==> config.mk <==
export PLATFORM = sky130hd
export DESIGN_NAME = inst_queue
export DESIGN_NICKNAME = d
export VERILOG_FILES = /design/src/rtl/inst_queue_pkg.sv /design/src/rtl/inst_queue.sv
export SDC_FILE = /design/constraint.sdc
export NUM_CORES = 2
export LEC_CHECK = 0
export ABC_CLOCK_PERIOD_IN_PS = 10400
export CAP_MARGIN = 40
export CORE_MARGIN = 2
export CORE_UTILIZATION = 40
export DETAILED_ROUTE_END_ITERATION = 6
export PLACE_DENSITY_LB_ADDON = 0.1
export RECOVER_POWER = 100
export SKIP_CTS_REPAIR_TIMING = 1
export SLEW_MARGIN = 20
export SYNTH_ARGS = -nofsm -noshare
export SYNTH_HDL_FRONTEND = slang
export SYNTH_SLANG_ARGS = --single-unit
export TNS_END_PERCENT = 10
==> constraint.sdc <==
create_clock -name clk -period 10.4 [get_ports clk]
set_clock_uncertainty 0.15 [all_clocks]
set_input_delay 2.08 -clock clk [delete_from_list [all_inputs] [get_ports clk]]
set_output_delay 2.08 -clock clk [all_outputs]
set_load 0.1 [all_outputs]
==> src/rtl/inst_queue_pkg.sv <==
// Shared types and constants for the instruction queue between fetch and if_id.
package inst_queue_pkg;

  localparam int unsigned INST_W = 32;
  localparam int unsigned ADDR_W = 32;

  typedef logic [INST_W-1:0] InstBus;
  typedef logic [ADDR_W-1:0] InstAddrBus;

  localparam InstBus     ZeroWord    = 32'h0000_0000;
  localparam logic       DualIssue   = 1'b1;
  localparam logic       SingleIssue = 1'b0;
  localparam logic       RstEnable   = 1'b1;
  localparam logic       Flush       = 1'b1;
  localparam InstAddrBus PcStep      = 32'd4;

  // One queue slot: the instruction and the PC it was fetched from.
  typedef struct packed {
    InstAddrBus pc;
    InstBus     inst;
  } iq_entry_t;

endpackage

==> src/rtl/inst_queue.sv <==
// Circular instruction buffer: up to two pushes from fetch and up to two
// pops by decode per cycle; cleared by flush or reset.
module inst_queue
  import inst_queue_pkg::*;
#(
  parameter int unsigned DEPTH = 16,
  parameter int unsigned AW    = 4
) (
  input  logic        clk,
  input  logic        rst,
  input  logic        flush,
  input  logic        wr_valid1_i,
  input  logic        wr_valid2_i,
  input  logic [31:0] wr_pc_i,
  input  logic [31:0] wr_inst1_i,
  input  logic [31:0] wr_inst2_i,
  input  logic        rd_en_i,
  input  logic        issue_i,
  output logic [31:0] pc_o,
  output logic [31:0] inst1_o,
  output logic [31:0] inst2_o,
  output logic        inst1_valid_o,
  output logic        inst2_valid_o,
  output logic        full_o,
  output logic        empty_o
);

  logic [AW-1:0] rd_ptr;
  logic [AW-1:0] wr_ptr;
  logic [AW:0]   count;
  logic [AW:0]   count_next;
  logic [1:0]    wr_n;
  logic [1:0]    rd_n;
  logic [1:0]    rd_want;
  logic [AW-1:0] rd_ptr_nx1;
  logic [AW-1:0] wr_ptr_nx1;

  iq_entry_t mem [DEPTH];

  assign rd_ptr_nx1 = rd_ptr + AW'(1);
  assign wr_ptr_nx1 = wr_ptr + AW'(1);

  // Full means fewer than two free slots, judged on the pre-update count.
  assign full_o  = (count > (AW+1)'(DEPTH - 2));
  assign empty_o = (count == '0);

  // Accepted write and read counts for this cycle.
  always_comb begin
    wr_n       = 2'd0;
    rd_n       = 2'd0;
    rd_want    = (issue_i == DualIssue) ? 2'd2 : 2'd1;
    count_next = count;
    if (wr_valid1_i && !full_o) begin
      wr_n = wr_valid2_i ? 2'd2 : 2'd1;
    end
    if (rd_en_i) begin
      rd_n = (count >= (AW+1)'(rd_want)) ? rd_want : count[1:0];
    end
    count_next = count + (AW+1)'(wr_n) - (AW+1)'(rd_n);
  end

  // Pointer and occupancy state; rst outranks flush, which outranks traffic.
  always_ff @(posedge clk) begin
    if (rst == RstEnable) begin
      rd_ptr <= '0;
      wr_ptr <= '0;
      count  <= '0;
    end else if (flush == Flush) begin
      rd_ptr <= '0;
      wr_ptr <= '0;
      count  <= '0;
    end else begin
      rd_ptr <= rd_ptr + AW'(rd_n);
      wr_ptr <= wr_ptr + AW'(wr_n);
      count  <= count_next;
    end
  end

  // Storage is not reset; slots beyond count are masked on the outputs.
  always_ff @(posedge clk) begin
    if (rst != RstEnable && flush != Flush) begin
      if (wr_n != 2'd0) begin
        mem[wr_ptr] <= '{pc: wr_pc_i, inst: wr_inst1_i};
      end
      if (wr_n == 2'd2) begin
        mem[wr_ptr_nx1] <= '{pc: wr_pc_i + PcStep, inst: wr_inst2_i};
      end
    end
  end

  assign inst1_valid_o = (count >= (AW+1)'(1));
  assign inst2_valid_o = (count >= (AW+1)'(2));
  assign pc_o          = inst1_valid_o ? mem[rd_ptr].pc       : ZeroWord;
  assign inst1_o       = inst1_valid_o ? mem[rd_ptr].inst     : ZeroWord;
  assign inst2_o       = inst2_valid_o ? mem[rd_ptr_nx1].inst : ZeroWord;

endmodule

==> flow_metrics.tcl <==
set metrics [dict create \
    fin_util_pct 46.9 \
    critical_path.max_stage_delay_ns 1.66 \
    synth_commonest_cells "nand2_1, edfxtp_1, mux4_2, clkbuf_1, xnor2_1" \
    clkLatencyLatePin_ns 0.75 \
    vias_per_cell 5.81 \
    area_growth_pct 16.1 \
    cpLargestDelayFamily "buffers and inverters" \
    syn-num-nets 5113 \
    synthTopCellsByArea "edfxtp_1, mux4_2, nand2_1, xnor2_1, xor2_1" \
    cts_tree "yes" \
    dieArea_mm2 0.146 \
    wire_per_inst_um 29.7 \
    setup_tns_ns 0 \
    slew_viol_final 2072 \
    htree_levels 3 \
    reg2reg_to "mem[11][39]" \
    status "finished, violations left" \
    ys_ff_latch 1037 \
    synth_edf_count 1024 \
    grt_pass1_vias 40413 \
    yosysWarnings 0 \
    hp-class "reg -> reg" \
    ys_types 54 \
    fp-row-count 138 \
    die_w_um 383 \
    crit_path_end_kind "output port" \
    post_dp_cell_area_mm2 0.0638 \
    gp_congestion 0.796 \
    grt_pass1_wl_mm 300 \
    ff_latch_area_mm2 0.0310 \
    drtIter0Drc 4570 \
    ir_drop_uv 351 \
    required_ns 8.17 \
    netlist.area_leader.share_pct 53.6 \
    startpoint "rd_ptr[3]" \
    gr-total-overflow 0 \
    final_cell_area_mm2 0.0665 \
    start_kind "flop" \
    cp_data_arrival_time_ns 6.65 \
    cts.sinks 1037 \
    core-area_mm2 0.142 \
    slowest_stage "nor2b_1" \
    die-height_um 383 \
    avgSynthCellArea_um2 11.5 \
    regToRegStartpoint "count[4]" \
    rsz0062_at_grt "no" \
    root_buffer "clkbuf_16" \
    numCtsBuffers 120 \
    grt_max_degree 121 \
    yosysTopAreaCell "edfxtp_1" \
    hold_viol_final 0 \
    period_minus_slack_ns 8.88 \
    synth_flop_cell "edfxtp_1" \
    maxCapViolCount 84 \
    max_freq_mhz 113 \
    drt_pre_antenna_iters 6 \
    yosysMostFrequentCell "nand2_1" \
    swShare_pct 38.5 \
    cp-endpoint "pc_o[13]" \
    tightestPinTransition_ns 4.79 \
    p_clk_share_pct 28.0 \
    comb_power_share_pct 41.1 \
    antenna_found_initial 9 \
    synth_area_mm2 0.0573 \
    initial_core_util_pct 40.4 \
    drc_errors 0 \
    grt.total_usage_pct 28.5 \
    layout-drive-gt1-share_pct 14.6 \
    wl_mm 210 \
    ys_seq_area_share_pct 54.1 \
    worstPathCellList "nor2b_1, clkbuf_1, buf_16, a22oi_1, a21oi_1, clkdlybuf4s50_1, buf_8" \
    cp.depth 7 \
    period_share_pct 85.4 \
    relSlewSlack_pct -219 \
    hpwl_mm 121 \
    worst-path-buf-inv 4 \
    critPathKind "reg -> out" \
    min_from "count[0]" \
    fin_nets 5192 \
    cellLeakagePower_nw 23.6 \
    port_buffers 202 \
    violations "capacitance limit, slew limit" \
    pwr_density_cell_mw_per_mm2 228 \
    p_switching_mw 5.84 \
    ioPinCount 203 \
    whs_path_depth 2 \
    critical_path.max_fanout 28 \
    p_int_mw 9.32 \
    multiInputGateArea_mm2 0.0243 \
    p_total_mw 15.2 \
    holdWs_ns 0.548 \
    ff2ff_setup_slack_ns 3.25 \
    finalSetupViolations 0 \
    p_seq_share_pct 30.9 \
    dr_total_vias 41037 \
    clkSlewWorstSetupHoldPaths_ns 0.06 \
    ant_nets 0 \
    fill_cells 12785 \
    synth_cells 4988 \
    synthArstFlopShare_pct 0 \
    cts_buffer_depth 3 \
    rr_worst_depth 8 \
]
-- metrics by stage --
stage,instances,worst slack [ns]
final,7068,1.52
after global routing,7066,1.50
after CTS,7053,3.20
after detailed placement,6827,3.62
after global placement,6679,3.12
after floorplan,4988,1.88
-- kinds of logic (layout without fill, tap and decap cells) --
family          count (synthesis)  after routing  share of synthesized area [%]
other cells                     0              7                              0
xor+xnor                      471            471                           7.20
fa+ha+maj                      22             22                          0.533
mux                           449            449                           16.2
buf+inv                       538            721                           3.61
simple gates                 2210           2210                           15.3
flops                        1037           1037                           54.1
compound gates                261            261                           3.01
-- power by group through the flow --
| stage | Sequential [mW] | Combinational (mW) | Clock, mW |
|---|---|---|---|
| 2_1_floorplan | 4.75 | 3.87 | 0 |
| 3_3_place_gp | 4.79 | 5.24 | 0 |
| 3_5_place_dp | 4.77 | 6.35 | 0 |
| 4_1_cts | 4.68 | 6.37 | 4.30 |
| 5_1_grt | 4.69 | 6.45 | 4.44 |
| 6_report | 4.69 | 6.22 | 4.25 |
-- flip-flops by register name, summed over array words and instances, names as in the netlist --
| signal | cells |
|---|---|
| count | 5 |
| wr_ptr | 4 |
| rd_ptr | 4 |
| mem | 1024 |
-- worst register-to-register path: stages, from the launching register on --
cell      delay (ns)
dfxtp_1         0.33
nor4b_1         0.98
o211ai_1        0.35
clkbuf_1        0.27
clkbuf_1        0.19
nor2_1          1.57
clkbuf_1        2.50
nand2_1         0.31
xnor2_1         0.23
-- cell type report --
cell class / instances / area share (%)
flip-flops and latches: 1037 / 46.6
clock buffers: 150 / 4.81
repair buffers: 475 / 7.46
diodes: 7 / 0.0263
clock inverters: 76 / 0.974
multi-input cells: 3413 / 36.5
inverters: 20 / 0.113
well taps: 1890 / 3.55
-- layout by cell type, fill, tap and decap left out, types with 32 or more instances in the layout --
master,count
nand2_1,1821
edfxtp_1,1024
mux4_2,384
xnor2_1,258
xor2_1,212
nor2_1,208
a22oi_1,128
clkbuf_16,122
clkbuf_1,118
clkdlybuf4s50_1,117
buf_8,88
dlygate4sd3_1,85
a21oi_1,73
mux2i_1,65
buf_4,57
nand3_1,41
nor4_1,36
clkinv_1,33
o22ai_1,32
-- routing by layer --
| metal | share of wire, % | track usage (%) |
|---|---|---|
| met1 | 39 | 37.9 |
| met5 | 0 | 0 |
| met4 | 4.0 | 10.0 |
| met3 | 7.7 | 3.81 |
| met2 | 49 | 48.0 |
-- worst min path at each step --
stage / slack [ns] / end
global placement: 0.52 / wr_ptr[3]
global route: 0.58 / wr_ptr[3]
detailed placement: 0.52 / wr_ptr[3]
CTS: 0.54 / wr_ptr[3]
finish: 0.55 / count[0]
floorplan: 0.43 / rd_ptr[0]
Power figures use the tool's default switching activity.
